`src/rtl/regfile_arbiter.sv`:
```
// rtl/regfile_arbiter.sv - two-requester round-robin arbiter driving a register file
//
// Purpose: arbitrates between requester A (core) and requester B (debug) for
// a single register file. A granted command spends one ISSUE cycle on the
// register-file ports; reads return captured data one cycle later.
//
// Ports:
//   clk, rst                      clock, asynchronous active-high reset
//   a_req/b_req                   request, held high until ack
//   a_op/b_op [1:0]               00 write, 01 inc, 10 dec, 11 read
//   a_sel/b_sel [3:0]             target register index
//   a_wdata/b_wdata [7:0]         write data (op 00 only)
//   a_ack/b_ack                   one-cycle pulse, command on rf ports
//   a_rvalid/b_rvalid             one-cycle pulse, rdata valid
//   rdata [7:0]                   captured read data (shared)
//   rf_inSelect, rf_in, rf_write_en       register-file write port
//   rf_incSelect, rf_inc, rf_dec          register-file inc/dec port
//   rf_outAselect, rf_outA                register-file read port A

module regfile_arbiter (
  input  logic       clk,
  input  logic       rst,
  input  logic       a_req,
  input  logic [1:0] a_op,
  input  logic [3:0] a_sel,
  input  logic [7:0] a_wdata,
  input  logic       b_req,
  input  logic [1:0] b_op,
  input  logic [3:0] b_sel,
  input  logic [7:0] b_wdata,
  output logic       a_ack,
  output logic       b_ack,
  output logic       a_rvalid,
  output logic       b_rvalid,
  output logic [7:0] rdata,
  output logic [3:0] rf_inSelect,
  output logic [7:0] rf_in,
  output logic       rf_write_en,
  output logic [3:0] rf_incSelect,
  output logic       rf_inc,
  output logic       rf_dec,
  output logic [3:0] rf_outAselect,
  input  logic [7:0] rf_outA
);

  localparam logic [1:0] OP_WRITE = 2'b00;
  localparam logic [1:0] OP_INC   = 2'b01;
  localparam logic [1:0] OP_DEC   = 2'b10;
  localparam logic [1:0] OP_READ  = 2'b11;

  typedef enum logic {
    IDLE  = 1'b0,
    ISSUE = 1'b1
  } state_t;

  state_t     r_state;
  state_t     w_state_next;
  logic [1:0] r_op;
  logic       r_from_b;
  // 1: B wins a tie on the next contended grant; reset value favours A.
  logic       r_prio_b;

  logic       w_grant_a;
  logic       w_grant_b;
  logic       w_grant;
  logic [1:0] w_op;
  logic [3:0] w_sel;
  logic [7:0] w_wdata;

  // Requests are only looked at in IDLE, so a requester still holding req
  // during its ack cycle cannot be granted twice for one command.
  always_comb begin
    w_state_next = r_state;
    w_grant_a    = 1'b0;
    w_grant_b    = 1'b0;
    case (r_state)
      IDLE: begin
        if (a_req && (!b_req || !r_prio_b)) begin
          w_grant_a = 1'b1;
        end else if (b_req) begin
          w_grant_b = 1'b1;
        end
        if (a_req || b_req) begin
          w_state_next = ISSUE;
        end
      end
      ISSUE: begin
        w_state_next = IDLE;
      end
      default: begin
        w_state_next = IDLE;
      end
    endcase
  end

  assign w_grant = w_grant_a | w_grant_b;

  always_comb begin
    w_op    = a_op;
    w_sel   = a_sel;
    w_wdata = a_wdata;
    if (w_grant_b) begin
      w_op    = b_op;
      w_sel   = b_sel;
      w_wdata = b_wdata;
    end
  end

  always_ff @(posedge clk or posedge rst) begin
    if (rst) begin
      r_state <= IDLE;
    end else begin
      r_state <= w_state_next;
    end
  end

  // All rf-facing outputs are registered: they are loaded on the granting
  // edge so they are valid for exactly the ISSUE cycle. Strobes, acks and
  // rvalids default low every cycle; selects and rf_in hold their value.
  always_ff @(posedge clk or posedge rst) begin
    if (rst) begin
      r_op          <= OP_WRITE;
      r_from_b      <= 1'b0;
      r_prio_b      <= 1'b0;
      a_ack         <= 1'b0;
      b_ack         <= 1'b0;
      a_rvalid      <= 1'b0;
      b_rvalid      <= 1'b0;
      rdata         <= 8'h00;
      rf_inSelect   <= 4'h0;
      rf_in         <= 8'h00;
      rf_write_en   <= 1'b0;
      rf_incSelect  <= 4'h0;
      rf_inc        <= 1'b0;
      rf_dec        <= 1'b0;
      rf_outAselect <= 4'h0;
    end else begin
      rf_write_en <= 1'b0;
      rf_inc      <= 1'b0;
      rf_dec      <= 1'b0;
      a_ack       <= 1'b0;
      b_ack       <= 1'b0;
      a_rvalid    <= 1'b0;
      b_rvalid    <= 1'b0;

      if (w_grant) begin
        r_op     <= w_op;
        r_from_b <= w_grant_b;
        // Granting A hands the next tie to B, and vice versa.
        r_prio_b <= w_grant_a;
        a_ack    <= w_grant_a;
        b_ack    <= w_grant_b;
        case (w_op)
          OP_WRITE: begin
            rf_write_en <= 1'b1;
            rf_inSelect <= w_sel;
            rf_in       <= w_wdata;
          end
          OP_INC: begin
            rf_inc       <= 1'b1;
            rf_incSelect <= w_sel;
          end
          OP_DEC: begin
            rf_dec       <= 1'b1;
            rf_incSelect <= w_sel;
          end
          OP_READ: begin
            rf_outAselect <= w_sel;
          end
        endcase
      end

      // rf_outA is combinational off rf_outAselect, which was loaded on the
      // granting edge, so it is settled by the end of the ISSUE cycle.
      if (r_state == ISSUE && r_op == OP_READ) begin
        rdata    <= rf_outA;
        a_rvalid <= !r_from_b;
        b_rvalid <= r_from_b;
      end
    end
  end

endmodule

```
`config.mk`:
```
export PLATFORM = sky130hd
export DESIGN_NAME = regfile_arbiter
export DESIGN_NICKNAME = d
export VERILOG_FILES = /design/src/rtl/regfile_arbiter.sv
export SDC_FILE = /design/constraint.sdc
export NUM_CORES = 1
export LEC_CHECK = 0
export CAP_MARGIN = 20
export CELL_PAD_IN_SITES_DETAIL_PLACEMENT = 1
export CELL_PAD_IN_SITES_GLOBAL_PLACEMENT = 1
export CORE_MARGIN = 2
export CORE_UTILIZATION = 35
export CTS_CLUSTER_DIAMETER = 80
export DETAILED_ROUTE_END_ITERATION = 10
export PLACE_DENSITY = 0.87
export SKIP_LAST_GASP = 1
export SYNTH_ARGS = -nofsm -noshare
export SYNTH_HDL_FRONTEND = slang
export SYNTH_SLANG_ARGS = --single-unit
export TNS_END_PERCENT = 50
```
`constraint.sdc`:
```
create_clock -name clk -period 5.1 [get_ports clk]
set_clock_uncertainty 0.2 [all_clocks]
set_input_delay 1.02 -clock clk [delete_from_list [all_inputs] [get_ports clk]]
set_output_delay 1.02 -clock clk [all_outputs]
set_load 0.02 [all_outputs]
```
==> results of run 1 <==
[flip-flops by register name (all words and copies together), names as in the netlist, 2 cells and up]
name and flops:
rdata 8, rf_in 8, rf_inSelect 4, rf_incSelect 4
rf_outAselect 4, r_op 2
[where the power goes]
group          leakage [nW]  total [mW]  switching, mW  internal (mW)
clock                0.0503       0.220          0.100          0.120
sequential            0.485       0.487         0.0607          0.426
combinational         0.637       0.551          0.242          0.308
[layout by cell type, fill, tap and decap left out]
master / count
nand2b_2: 1
nand3b_4: 1
a21o_1: 2
dfrtp_1: 40
or2_2: 1
a21oi_1: 1
inv_1: 6
and2b_1: 1
mux2_4: 9
and2_1: 2
nand2_1: 3
buf_4: 1
mux2i_1: 1
clkdlybuf4s50_1: 74
mux2i_2: 1
mux2_2: 31
ha_1: 1
nor2_1: 4
or3_1: 1
clkbuf_8: 7
o21ai_0: 2
nand3_2: 1
nand3_1: 3
[worst max path at each step]
stage                            endpoint
after floorplan           rf_incSelect[0]
after global placement    rf_incSelect[3]
after detailed placement  rf_incSelect[0]
after CTS                 rf_incSelect[0]
after global routing      rf_incSelect[0]
final                     rf_incSelect[0]
[layer usage]
metal	up-vias	wire length [µm]
li1	548	-
met2	44	2210
met1	580	1670
met3	4	205
met4	0	38
met5	-	0
[final cells by class]
cell class / instances / share of cell area (%)
clock buffers: 7 / 3.707
inverters: 6 / 0.8666
multi-input cells: 66 / 25.52
flip-flops and latches: 40 / 38.52
well taps: 54 / 2.600
repair buffers: 75 / 28.79
[cells in the mapped netlist (all sizes together)]
cell type,instances,area share [%]
or3,1,0.37
and2b,1,0.44
and2,2,0.73
dfrtp,40,59
nand3,4,1.5
a21o,2,0.88
nor2,4,0.88
inv,6,1.3
ha,1,0.73
or2,1,0.37
mux2i,2,1.4
buf,2,0.95
a21oi,1,0.29
nand2,3,0.66
o21ai,2,0.59
mux2,40,28
nand2b,1,0.51
nand3b,1,1.2
[kinds of logic after synthesis]
logic type	synth area share [%]
DFF	58.78
AOI/OAI and AO/OA	1.763
muxes	29.83
and+or+nand+nor	6.613
buffers and inverters	2.277
adders and majority gates	0.7346
[metrics by stage]
stage | std cells | area [µm²] | setup WS [ns] | power [mW] | hold slack, ns
5_1_grt | 248 | 2599 | 1.564 | 1.332 | 0.2734
2_1_floorplan | 114 | 1703 | 2.268 | 0.7658 | 0.2032
6_report | 248 | 2599 | 1.708 | 1.259 | 0.2304
4_1_cts | 248 | 2599 | 1.705 | 1.278 | 0.2382
3_5_place_dp | 241 | 2502 | 1.408 | 1.050 | 0.2275
3_3_place_gp | 241 | 2502 | 1.534 | 1.027 | 0.2137
[worst reg2reg max path: stages (launching register included)]
cell	delay, ns
dfrtp_1	0.40
nand2b_2	0.21
nand3b_4	0.23
mux2i_2	0.38
inv_1	0.08
ha_1	0.27
or3_1	0.43
mux2_2	0.30
==> summary.md, run 1 <==
| Metric | Value |
|---|---|
| Clock slew at reported path FFs | `0.07 ns` |
| IR drop worst, VDD | `0.2712 mV` |
| CP max-delay cell | `clkdlybuf4s50_1` |
| Initial Util | `36.29%` |
| WP data arrival | `between 3 and 4 ns` |
| Reg area | `approximately 1000 µm²` |
| Initial antenna violation count | `0` |
| Instance count on the critical path | `8` |
| Area grow syn2layout | `52.61%` |
| Max stage delay on crit path | `0.54 ns` |
| WL final | `4.125 mm` |
| Endpoint type of the worst setup path | `flop` |
| CTS max path bufs | `2` |
| Setup TNS Final | `0 ns` |
| Status | `completed` |
| Global route total overflow | `0` |
| Average size of a mapped cell | `roughly 15 µm²` |
| Yosys cell types | `22` |
| Reg2Reg Setup Slack | `2.48 ns` |
| Vias per inst | `4.742` |
| CTS resizes | `0` |
| DIE WIDTH | `73.75 µm` |
| Final worst-path cycle share | `66.51%` |
| CTS root buffer | `clkbuf_8` |
| Crit start category | `input pin` |
| Mapped Area | `roughly 1700 µm²` |
| TritonCTS clock tree | `yes` |
| DR pass1 iterations | `3` |
| Die Ht | `roughly 74 µm` |
| Yosys reg bits | `40` |
| Slew headroom | `66.50%` |
| Diode count | `0` |
| Final setup violation count | `0` |
| DR WL/cell | `between 15 and 20 µm` |
| Hold Buf Count CTS | `0` |
| CTS sink cnt | `40` |
| Total of max-cap violations | `0` |
| First-pass GRT wire length | `between 6 and 7 mm` |
| Final HPWL DP | `approximately 3.2 mm` |
| Synth warn | `0` |
| Core Util, Final | `55.39%` |
| # IOs | `75` |
| Reg2reg start | `r_prio_b` |
| Port-buffer cells | `74` |
| R2R depth | `7` |
| Max Transition Viols Final | `0` |
| Critical-path cell list | `clkdlybuf4s50_1 -> nand2b_2 -> nand3b_4 -> mux2i_2 -> inv_1 -> ha_1 -> or3_1 -> mux2_2` |
| Htree depth | `2` |
| Worst Setup SP | `a_req` |
| Hold Path Depth | `1` |
| Largest net degree at the start of global routing | `41` |
| Power density cells | `484.3 nW/µm²` |
| Vias in the first global route | `1,372` |
| Setup Buffers After CTS | `0` |
| CTS Buf Count | `5` |
| Met3 usage | `slightly above 4%` |
| Static Leakage | `between 1 and 1.5 nW` |
| Die area | `~5400 µm²` |
| Fin nets | `~240` |
| Filler cells | `484` |
| DRT antenna net count | `0` |
| Mapped Nets | `~160` |
| Worst-margin pin slew | `approximately 0.5 ns` |
| GRT Overall Usage | `16.12%` |
| CP Data Required Time | `5.07 ns` |
| Vias | `1,176` |
| Minimum clock period | `~3.4 ns` |
| Synth Instances | `about 110` |
| Core ar. | `4692 µm²` |
| Crit Path Class | `in2reg` |
| Reg-to-reg endpoint | `rf_incSelect[0]` |
| Routing usage on met1 | `18.29%` |
| CP Max Fanout | `16` |
| Unrepaired setup endpoints after global routing | `no` |
| Met2 usage | `29.17%` |
| Delay-heaviest family, CP | `simple AND/OR/NAND/NOR gates` |
| Most Crowded Layer GR | `met2` |
| Worst path bufs/invs | `2` |
| DRT iter0 DRCs | `19` |
| Hold EP | `a_rvalid` |
| Core Rows | `25` |
| Fmax achieved | `slightly below 0.3 GHz` |
| Multi-input gate area | `663.1 µm²` |
| Remaining DRCs | `0` |
| Hold_sp | `r_from_b` |
| Worst-Skew Late Latency | `about 0.28 ns` |
| Layout cells sized above 1 | `27.32%` |
| Register area share after synthesis | `58.78%` |
| Hold WC Path Type | `reg2reg` |
| GPL Wtd Cong | `0.7304` |
| Final hold viol count | `0` |
Note: power is estimated with default switching activity, not from simulation.
==> inputs of run 2 (changes only) <==
Settings changed: CORE_UTILIZATION 35 to 32, PLACE_DENSITY 0.87 to 0.8.
Clock period 5.1 ns to 3.5 ns, I/O delays scaled along.
==> run 2 against run 1 <==
Against the previous run:
- critical path depth is the same
- register-to-register slack lost 1.5 ns
- sequential share of layout area shrank 0.31 points
- critical path type unchanged
- core utilization shrank 4.1 points
- final cell count grew 7.3%
- power grew 45%
==> summary.md, run 2 (synthesis gave the netlist of run 1 again) <==
| Metric | Value |
|---|---|
| Status | `completed` |
| Power density cells | `694.6 nW/µm² (+43%)` |
| Delay-heaviest family, CP | `simple AND/OR/NAND/NOR gates` |
| Hold Buf Count CTS | `0 (unchanged)` |
| DRT antenna net count | `0 (unchanged)` |
| Worst-margin pin slew | `0.5095 ns (+0.006953 ns)` |
| Max stage delay on crit path | `0.55 ns (about the same)` |
| WL final | `4.350 mm (+5.5%)` |
| # IOs | `75 (unchanged)` |
| Clock slew at reported path FFs | `0.07 ns (about the same)` |
| Fin nets | `236 (+0.43%)` |
| Reg2Reg Setup Slack | `1.00 ns (-1.48 ns)` |
| Post-route setup slack | `0.5478 ns (-1.160 ns)` |
| Area grow syn2layout | `53.86%` |
| Reg2reg start | `r_prio_b` |
| Largest registers | `rdata (8), rf_in (8)` |
| Sw frac | `32.26% (+0.23 points)` |
| Most frequent cells in the layout | `clkdlybuf4s50_1, dfrtp_1, mux2_2` |
| Critical-path cell list | `clkdlybuf4s50_1 -> nand2b_2 -> nand3b_4 -> mux2i_2 -> inv_1 -> ha_1 -> or3_1 -> mux2_2` |
| Tot Pwr | `1.820 mW (+45%)` |
| Vias | `1,222 (+3.9%)` |
| Htree depth | `2 (unchanged)` |
| Total of max-cap violations | `0 (unchanged)` |
| Largest net degree at the start of global routing | `41 (unchanged)` |
| Worst-Skew Late Latency | `0.29 ns (about the same)` |
| Sw power | `587.1 µW (+46%)` |
| Unrepaired setup endpoints after global routing | `no` |
| Remaining DRCs | `0 (unchanged)` |
| CTS resizes | `0 (unchanged)` |
| Core ar. | `5107 µm² (+8.9%)` |
| IR drop worst, VDD | `0.3422 mV (+26%)` |
| R2R depth | `7 (unchanged)` |
| Core Rows | `26 (+4.0%)` |
| CP max-delay cell | `clkdlybuf4s50_1` |
| Worst path bufs/invs | `2 (unchanged)` |
| Hold WC Path Type | `reg2reg` |
| Crit Path Class | `in2reg` |
| Setup TNS Final | `0 ns (unchanged)` |
| CTS max path bufs | `2 (unchanged)` |
| WP data arrival | `2.92 ns (-0.44 ns)` |
| CTS root buffer | `clkbuf_8` |
| CTS Buf Count | `5 (unchanged)` |
| Instance count on the critical path | `8 (unchanged)` |
| DIE WIDTH | `76.95 µm (+4.3%)` |
| Final setup violation count | `0 (unchanged)` |
| GRT Overall Usage | `15.30% (-0.82 points)` |
| CTS sink cnt | `40 (unchanged)` |
| Port-buffer cells | `74 (unchanged)` |
| Static Leakage | `1.171 nW (about the same)` |
| First-pass GRT wire length | `6.955 mm (+6.2%)` |
| CP Max Fanout | `7 (-9)` |
| Dpl cells | `258 (+7.1%)` |
| Crit path capture | `rf_incSelect[1]` |
| Diode count | `0 (unchanged)` |
| DR WL/cell | `16.35 µm (-1.7%)` |
| Non-filler cells, final | `266 (+7.3%)` |
| Comb pwr share | `44.0% (+0.2 points)` |
| Dpl ws | `0.2562 ns (-1.152 ns)` |
| Layout cells sized above 1 | `27.04% (-0.28 points)` |
| Minimum clock period | `2.952 ns` |
| DRT iter0 DRCs | `82 (+63)` |
| Clock network power share | `17.1% (-0.4 points)` |
| Pint | `1.233 mW (+44%)` |
| Final hold viol count | `0 (unchanged)` |
| Initial Util | `33.34% (-3.0 points)` |
| Sequential share of power | `38.9% (+0.2 points)` |
| Slew headroom | `66.04% (-0.46 points)` |
| Vias per inst | `4.594 (-3.1%)` |
| TritonCTS clock tree | `yes` |
| Hold Path Depth | `1 (unchanged)` |
| Final HPWL DP | `3.385 mm (+7.3%)` |
| Max Transition Viols Final | `0 (unchanged)` |
| Global route total overflow | `0 (unchanged)` |
| Crit start category | `input pin` |
| Endpoint type of the worst setup path | `flop` |
| GPL Wtd Cong | `0.8032 (+10%)` |
| Fmax achieved | `0.3387 GHz` |
| Final worst-path cycle share | `84.35%` |
| Most common cell after layout, fill and taps aside | `clkdlybuf4s50_1` |
| Die Ht | `76.95 µm (+4.3%)` |
| CP Data Required Time | `3.47 ns (-1.60 ns)` |
| DR pass1 iterations | `4 (+1)` |
| Reg-to-reg endpoint | `rf_incSelect[1]` |
| Setup Buffers After CTS | `0 (unchanged)` |
| Die area | `5921 µm² (+8.9%)` |
| Vias in the first global route | `1,334 (-2.8%)` |
| Initial antenna violation count | `0 (unchanged)` |
| Worst Setup SP | `a_req` |
==> run 2: changes by cell type in the layout (fill, tap and decap cells not counted), sizes merged <==
cell | previous run | this run
buf | 1 | 2
clkbuf | 7 | 8
==> run 2: worst min-delay path by stage <==
stage	startpoint	end	slack [ns]
2_1_floorplan	r_from_b	a_rvalid	0.20
3_3_place_gp	r_from_b	a_rvalid	0.21
3_5_place_dp	r_from_b	a_rvalid	0.23
4_1_cts	r_from_b	a_rvalid	0.23
5_1_grt	r_from_b	a_rvalid	0.26
6_report	r_from_b	a_rvalid	0.23
==> run 2: final cells by class <==
cell class	instances	area [µm²]
sequential	40	1001
clock buffer	8	90.09
tap	70	87.58
fill	550	2487
multi-input combinational	66	663.1
inverter	6	22.52
timing repair buffer	76	755.7
==> run 2: stage by stage <==
stage | area (µm²) | util (%) | hold slack [ns]
floorplan | 1703 | - | 0.2032
global placement | 2530 | 49.53 | 0.2092
detailed placement | 2530 | 49.53 | 0.2275
CTS | 2620 | 51.30 | 0.2336
global route | 2620 | 51.30 | 0.2577
finish | 2620 | 51.30 | 0.2318
==> run 2: power by group through the flow <==
stage | sequential (mW) | clock [mW] | combinational (mW)
after CTS | 0.710 | 0.322 | 0.812
final | 0.707 | 0.311 | 0.801
after detailed placement | 0.716 | 0 | 0.809
after floorplan | 0.891 | 0 | 0.225
after global placement | 0.706 | 0 | 0.793
after global routing | 0.731 | 0.347 | 0.843
==> run 2: per-layer routing <==
metal	vias up	GRT usage, %	part of all wire (%)
met2	55	26.93	51
met3	4	4.588	5.8
met5	-	0	0
li1	556	-	-
met4	0	3.818	0.55
met1	607	18.19	42
